$ cat config.mk
export PLATFORM = sky130hd
export DESIGN_NAME = bitserial_tx
export DESIGN_NICKNAME = d
export VERILOG_FILES = /design/src/rtl/bitserial_tx.sv
export SDC_FILE = /design/constraint.sdc
export NUM_CORES = 1
export LEC_CHECK = 0
export BUFFER_PORTS_ARGS = -buffer_cell sky130_fd_sc_hd__clkbuf_2
export CAP_MARGIN = 5
export CORE_ASPECT_RATIO = 0.8
export CORE_MARGIN = 2
export CORE_UTILIZATION = 60
export CTS_CLUSTER_SIZE = 14
export DETAILED_ROUTE_END_ITERATION = 12
export PLACE_DENSITY = 0.78
export SYNTH_ARGS = -nofsm -noshare
export SYNTH_HDL_FRONTEND = slang
export SYNTH_SLANG_ARGS = --single-unit
$ cat constraint.sdc
create_clock -name CLK -period 4.1 [get_ports CLK]
set_input_delay 1.23 -clock CLK [delete_from_list [all_inputs] [get_ports CLK]]
set_output_delay 1.23 -clock CLK [all_outputs]
set_load 0.01 [all_outputs]
$ cat src/rtl/bitserial_tx.sv
// bitserial_tx: producer end of the 1-bit serial REQ/ACK/DATA link.
// Buffers 8-bit host words in a FIFO and shifts each one out LSB-first
// once the consumer raises OUT_REQ. Each word is an ACK strobe with bit 0,
// then bits 1..7, then a run of idle (zero) cycles.
//
// Ports:
//   CLK, RSTB          clock (rising edge) / async active-low reset
//   WR_VALID/WR_READY  host write handshake; WR_READY is combinational !full
//   WR_DATA            word to buffer
//   OUT_REQ            consumer ready for a new word (level, sampled in IDLE)
//   OUT_ACK            registered one-cycle start strobe, coincident with bit 0
//   OUT_DATA           registered serial data, LSB first
//   FIFO_LEVEL         words currently buffered (0..FIFO_DEPTH)
//   BUSY               registered, high whenever the FSM is not IDLE
//   WORDS_SENT         completed-word counter, wraps 0xFFFF -> 0
module bitserial_tx #(
  parameter int unsigned FIFO_DEPTH = 4,
  parameter int unsigned GAP_CYCLES = 1
) (
  input  logic                          CLK,
  input  logic                          RSTB,
  input  logic                          WR_VALID,
  output logic                          WR_READY,
  input  logic [7:0]                    WR_DATA,
  input  logic                          OUT_REQ,
  output logic                          OUT_ACK,
  output logic                          OUT_DATA,
  output logic [$clog2(FIFO_DEPTH):0]   FIFO_LEVEL,
  output logic                          BUSY,
  output logic [15:0]                   WORDS_SENT
);

  localparam int unsigned PW = $clog2(FIFO_DEPTH);
  localparam int unsigned LW = PW + 1;
  localparam int unsigned GW = $clog2(GAP_CYCLES + 1);

  typedef enum logic [1:0] {
    IDLE  = 2'd0,
    SHIFT = 2'd1,
    GAP   = 2'd2
  } state_e;

  // FIFO storage and pointers
  logic [7:0]    mem_q [FIFO_DEPTH];
  logic [PW-1:0] wr_ptr_q, rd_ptr_q;
  logic [LW-1:0] level_q;
  logic          full, empty, push, fifo_pop;

  // FSM and link state
  state_e        state_q, state_d;
  logic [7:0]    shreg_q, shreg_d;
  logic [2:0]    bitcnt_q, bitcnt_d;
  logic [GW-1:0] gapcnt_q, gapcnt_d;
  logic          ack_q, ack_d;
  logic          data_q, data_d;
  logic          busy_q, busy_d;
  logic [15:0]   words_sent_q, words_sent_d;

  assign full  = (level_q == LW'(FIFO_DEPTH));
  assign empty = (level_q == '0);
  assign push  = WR_VALID && !full;

  assign WR_READY   = !full;
  assign FIFO_LEVEL = level_q;
  assign OUT_ACK    = ack_q;
  assign OUT_DATA   = data_q;
  assign BUSY       = busy_q;
  assign WORDS_SENT = words_sent_q;

  // Storage array carries no reset; contents are only read when level_q says valid.
  always_ff @(posedge CLK) begin
    if (push) begin
      mem_q[wr_ptr_q] <= WR_DATA;
    end
  end

  // Pointers wrap naturally since FIFO_DEPTH is a power of two.
  always_ff @(posedge CLK or negedge RSTB) begin
    if (!RSTB) begin
      wr_ptr_q <= '0;
      rd_ptr_q <= '0;
      level_q  <= '0;
    end else begin
      if (push) begin
        wr_ptr_q <= wr_ptr_q + PW'(1);
      end
      if (fifo_pop) begin
        rd_ptr_q <= rd_ptr_q + PW'(1);
      end
      case ({push, fifo_pop})
        2'b10:   level_q <= level_q + LW'(1);
        2'b01:   level_q <= level_q - LW'(1);
        default: level_q <= level_q;
      endcase
    end
  end

  // FSM state and link output registers
  always_ff @(posedge CLK or negedge RSTB) begin
    if (!RSTB) begin
      state_q      <= IDLE;
      shreg_q      <= '0;
      bitcnt_q     <= '0;
      gapcnt_q     <= '0;
      ack_q        <= 1'b0;
      data_q       <= 1'b0;
      busy_q       <= 1'b0;
      words_sent_q <= '0;
    end else begin
      state_q      <= state_d;
      shreg_q      <= shreg_d;
      bitcnt_q     <= bitcnt_d;
      gapcnt_q     <= gapcnt_d;
      ack_q        <= ack_d;
      data_q       <= data_d;
      busy_q       <= busy_d;
      words_sent_q <= words_sent_d;
    end
  end

  // Next-state and next-output logic; link outputs default to idle zeros.
  always_comb begin
    state_d      = state_q;
    shreg_d      = shreg_q;
    bitcnt_d     = bitcnt_q;
    gapcnt_d     = gapcnt_q;
    ack_d        = 1'b0;
    data_d       = 1'b0;
    words_sent_d = words_sent_q;
    fifo_pop     = 1'b0;

    case (state_q)
      IDLE: begin
        if (!empty && OUT_REQ) begin
          fifo_pop = 1'b1;
          shreg_d  = mem_q[rd_ptr_q];
          ack_d    = 1'b1;
          data_d   = mem_q[rd_ptr_q][0];
          bitcnt_d = 3'd1;
          state_d  = SHIFT;
        end
      end
      SHIFT: begin
        // OUT_REQ is deliberately ignored: a started word always completes.
        data_d   = shreg_q[bitcnt_q];
        bitcnt_d = bitcnt_q + 3'd1;
        if (bitcnt_q == 3'd7) begin
          words_sent_d = words_sent_q + 16'd1;
          gapcnt_d     = GW'(GAP_CYCLES);
          state_d      = GAP;
        end
      end
      GAP: begin
        // Entered while bit 7 is still on the link, so counting down from
        // GAP_CYCLES gives GAP_CYCLES+1 zero cycles before REQ is sampled.
        if (gapcnt_q == '0) begin
          state_d = IDLE;
        end else begin
          gapcnt_d = gapcnt_q - GW'(1);
        end
      end
      default: begin
        state_d = IDLE;
      end
    endcase

    busy_d = (state_d != IDLE);
  end

endmodule

# Word-level counts from Yosys, hierarchy flattened
# Memory sizes are Yosys's and may differ from the RTL's.
# Index checks and enable logic that the tools add are counted.
[totals]
ram_bits = 32
ff_bits = 40
in_bits = 12
mem_count = 1
[mem_list]
columns = ["memory", "depth", "word_bits", "rd", "rd_clocked_by_memory_dff", "wr", "line", "source"]
rows = [
  ["mem_q", 4, 8, 1, 0, 1, "44", "logic [7:0] mem_q [FIFO_DEPTH];"],
]
[op_classes]
n_reduce_logical = 14
n_eq_ne = 8
addsub = 7
magnitude_cmp = 1
n_mux = 18
[op_table]
columns = ["cell", "n"]
rows = [
  ["$add 16x1->16 const B", 1],
  ["$pmux 3 s2", 2],
  ["$mux 1", 8],
  ["$reduce_and 2->1", 4],
  ["$reduce_bool 2->1", 4],
  ["$add 3x1->3 const B", 2],
  ["$eq 3x3->1 const B", 2],
  ["$mux 2", 3],
  ["$pmux 2 s3", 1],
  ["$add 2x1->2 const B", 2],
  ["$eq 2x1->1 const B", 2],
  ["$eq 2x2->1 const B", 2],
  ["$lt 3x4->1 const B", 1],
  ["$ne 2x2->1 const B", 2],
  ["$pmux 1 s2", 2],
  ["$bmux 1 s3", 1],
  ["$logic_not 3->1", 1],
  ["$mux 3", 1],
  ["$sub 3x1->3 const B", 1],
  ["$logic_and 1x1->1", 2],
  ["$logic_not 1->1", 2],
  ["$logic_not 2->1", 1],
  ["$sub 1x1->1 const B", 1],
]

# Depth between registers and ports, before layout
[logic_depth]
word_depth = 7
ltp_mapped = 10

# Least setup slack after synthesis
# No wires, ideal clock.
[synth_timing]
kind = "input-to-reg"
startpoint = "input port OUT_REQ"
endpoint = "register level_q[2] (netlist: FIFO_LEVEL[2])"
t_arrival_ns = 2.561
setup_time_ns = 0.079
slack_ns = 1.459
path_stages = 9
t_required_ns = 4.021
path_cell_list = "o311ai_4 > inv_2 > buf_6 > ha_1 > inv_1 > fa_1 > xor2_1 > nor2_1 > xor2_1"
[synth_between]
elab_chain_cells = 5
[synth_lines]
columns = ["item", "line", "source"]
rows = [
  ["start: declaration", "25", "input logic OUT_REQ,"],
  ["$logic_and 1x1->1 *", "134", "if (!empty && OUT_REQ) begin"],
  ["$mux 1 * (2 in series)", "n/a", ""],
  ["net ack_d", "54", "logic ack_q, ack_d;"],
  ["$eq 2x1->1 or $eq 2x2->1 (tied branches)", "90", "case ({push, fifo_pop})"],
  ["$pmux 3 s2 or $reduce_bool 2->1 (tied branches)", "n/a", ""],
  ["end signal: assignment", "91", "2'b10: level_q <= level_q + LW'(1);"],
  ["end signal: assignment", "92", "2'b01: level_q <= level_q - LW'(1);"],
  ["end signal: assignment", "93", "default: level_q <= level_q;"],
  ["end: declaration", "46", "logic [LW-1:0] level_q;"],
]
# The timed path passes the listed nets; every way through them passes the cells marked *.
# A chain may end at the register's enable or synchronous reset.

# Worst setup path in the final report
[layout_timing]
startpoint = "input port OUT_REQ"
endpoint = "register level_q[2] (netlist: FIFO_LEVEL[2])"
[layout_between]
elab_chain_cells = 5
[layout_lines]
columns = ["item", "line", "source"]
rows = [
  ["$logic_and 1x1->1 *", "134", ""],
  ["$mux 1 *", "134", ""],
  ["$mux 1 *", "132", "case (state_q)"],
  ["$eq 2x1->1 or $eq 2x2->1 (tied branches)", "90", ""],
  ["$pmux 3 s2 or $reduce_bool 2->1 (tied branches)", "n/a", ""],
]
# Mark *: on every way between the ends. The rest lies on a longest branch, timed or not.

==> impl_metrics.ini <==
[placement]
gp_congestion = 0.722
dp_slack_ps = 1140
hpwl_mm = 3.47
portBuffers = 34

[die]
rows = 23
dieArea_um2 = 5680
core_area_um2 = 4950
die_x_um = 83.8
io-pin-count = 35
dieHeight_um = 67.8
initial_core_util_pct = 61.8

[min_path]
worstHoldPathType = flop to flop
min_path_cells = 1

[global_route]
grt_first_pass_wirelength_mm = 8.02
grt.overflow.total = 0
first_global_vias = 1612
grt_use_total_pct = 19.3
antenna_found_initial = 0
grt_max_degree = 41

[timing]
final_hold_viol_count = 0
timing.slew.headroom_pct = 35.2
clock_skew_ps = 13.0
setup_ws_ps = 1490
maxSlewViolCount = 0
rsz0062_at_grt = false
worst_slew_pin_slew_ps = 972
post-route-period-util_pct = 63.6
finalSetupViolCount = 0
finalCriticalPeriod_ps = 2610
fmax_ghz = 0.383
tns_ps = 0

[clock_network]
cts.sinks = 72
cts_setup_buffers = 0
clock_path_buffers = 2
cts_inserted_buffers = 9
cts_resized = 0
worstSkewPairLatency_ps = 340
root_buffer = clkbuf_8
path_clk_slew_ps = 80
htree_levels = 3
cts_tree = built
hold_buffers = 0

[power]
intPower_mw = 1.59
power_frac_seq_pct = 49.4
switching_power_mw = 0.726
irDropWorstVdd_uv = 356
leakage_nw = 1.50
switching_share_pct = 31.3
clkPwrFrac_pct = 22.0
pwr-share-comb_pct = 28.6
powerDensity_nw_per_um2 = 670

[synth]
synth-async-reset-ratio_pct = 55.6
ys_types = 35
synth_edf_count = 32
seq_area_frac_synth_pct = 64.2
avgSynthCellArea_um2 = 15.8
synth_seq_cells = 72
synthFlopType = dfrtp_1
yosysWarnings = 0
synthCells = 194
synth_nets = 215
synth_area_um2 = 3060

[route]
drc = 0
wl_per_cell_um = 16.4
drtPass1Iterations = 4
drt_iter0_markers = 107
vias = 1646
final_antenna_net_count = 0
viasPerCell = 5.43
wl_mm = 4.97

[outcome]
status = completed

[cells_and_area]
layout.nets = 257
drive_gt1_share_pct = 26.1
n_antenna_cell = 0
syn2layout_area_growth_pct = 13.1

[setup_path]
arrival_ps = 2870
crit_chain = clkbuf_2 > o311ai_4 > inv_2 > ha_1 > inv_1 > fa_1 > xor2_1 > nor2_1 > xor2_1
r2r_slack_ps = 1830
cp-end-kind = flop
r2r_cells = 9
startpoint_type = input port
slowest_delay_ps = 370
critPathRequiredTime_ps = 4360
critPathMostFrequentCell = xor2_1
critPathMaxFanout = 14
cpMaxStageDelayCell = fa_1
crit_type = input port to flop

[job]
drv_cap = 0
==> synthesized netlist by cell type (2+ instances only) <==
library cell | count | area share (%)
dfrtp_1 | 40 | 33
edfxtp_1 | 32 | 31
xnor2_1 | 17 | 4.9
nand2_1 | 14 | 1.7
nand3_1 | 11 | 1.8
ha_1 | 8 | 3.3
mux4_1 | 7 | 6.0
inv_1 | 6 | 0.74
and3_1 | 5 | 1.0
mux2_4 | 5 | 2.5
nor2_1 | 5 | 0.61
o21ai_0 | 4 | 0.65
xor2_1 | 4 | 1.1
a21oi_1 | 3 | 0.49
mux2_2 | 3 | 1.1
mux2i_1 | 3 | 0.98
nand4_1 | 3 | 0.61
and2_1 | 2 | 0.41
buf_6 | 2 | 0.74
mux4_2 | 2 | 1.5
nand2b_1 | 2 | 0.41
nand3b_1 | 2 | 0.49
nor3_1 | 2 | 0.33
==> logic make-up after synthesis <==
kind of cell               share of synthesized area (%)
buffers and inverters                               1.72
AOI/OAI and AO/OA                                   2.58
muxes                                               12.0
DFF                                                 64.2
adders and majority gates                           3.93
xor gates and xnor gates                            6.02
and+or+nand+nor                                     9.54
==> final timing paths <==
kind | end | startpoint
max | FIFO_LEVEL[2] | OUT_REQ
min | WORDS_SENT[15] | WORDS_SENT[15]
max reg2reg | FIFO_LEVEL[2] | state_q[0]
min reg2reg | WORDS_SENT[15] | WORDS_SENT[15]
max in group asynchronous | shreg_q[6] | RSTB
min in group asynchronous | shreg_q[7] | RSTB
==> final cells by class <==
class / instances / area [um^2]
sequential: 72 / 1960
fill: 339 / 1490
multi-input combinational: 112 / 1040
timing repair buffer: 34 / 170
clock buffer: 11 / 131
tap: 62 / 77.6
clock inverter: 5 / 47.5
inverter: 7 / 26.3
==> cells in the final DEF (no fill, tap or decap), types with 5 or more instances in the layout <==
master / synthesis / routed
dfrtp_1: 40 / 40
clkbuf_2: 0 / 34
edfxtp_1: 32 / 32
xnor2_1: 17 / 17
nand2_1: 14 / 14
nand3_1: 11 / 11
clkbuf_8: 0 / 9
ha_1: 8 / 8
mux4_1: 7 / 7
inv_1: 6 / 6
nor2_1: 5 / 5
and3_1: 5 / 5
mux2_4: 5 / 5
==> through the flow <==
stage	power (mW)	hold WS [ps]	std cells	cell area, um^2	util, %
finish	2.32	480	303	3460	69.8
global route	2.47	492	303	3460	69.8
CTS	2.33	479	303	3460	69.8
detailed placement	1.83	467	287	3280	66.2
global placement	1.80	462	287	3280	66.2
floorplan	1.64	456	194	3060	-
==> routing by layer <==
metal,vias up,part of all wire [%],GRT usage [%]
met4,0,0.54,5.44
met2,24,44,27.6
li1,791,-,-
met1,827,52,27.6
met5,-,0,0
met3,4,3.8,7.96
==> flip-flops by register name, summed over array words and instances (netlist names) <==
name        flops
OUT_DATA        1
wr_ptr_q        2
bitcnt_q        3
shreg_q         8
state_q         2
FIFO_LEVEL      3
WORDS_SENT     16
gapcnt_q        1
OUT_ACK         1
BUSY            1
mem_q          32
rd_ptr_q        2
==> power groups by stage <==
stage,logic (mW),registers [mW],clock network [mW]
2_1_floorplan,0.532,1.10,0
3_3_place_gp,0.654,1.15,0
3_5_place_dp,0.670,1.16,0
4_1_cts,0.672,1.14,0.521
5_1_grt,0.743,1.17,0.554
6_report,0.663,1.14,0.510
==> critical path: cells and delay by family <==
kind                       cells  cell delay (ps)
adders and majority gates      2              610
buffers and inverters          3              470
xor gates and xnor gates       2              310
AOI/OAI and AO/OA              1              140
and+or+nand+nor                1              110
No activity file was read; power rests on OpenSTA's default activity.
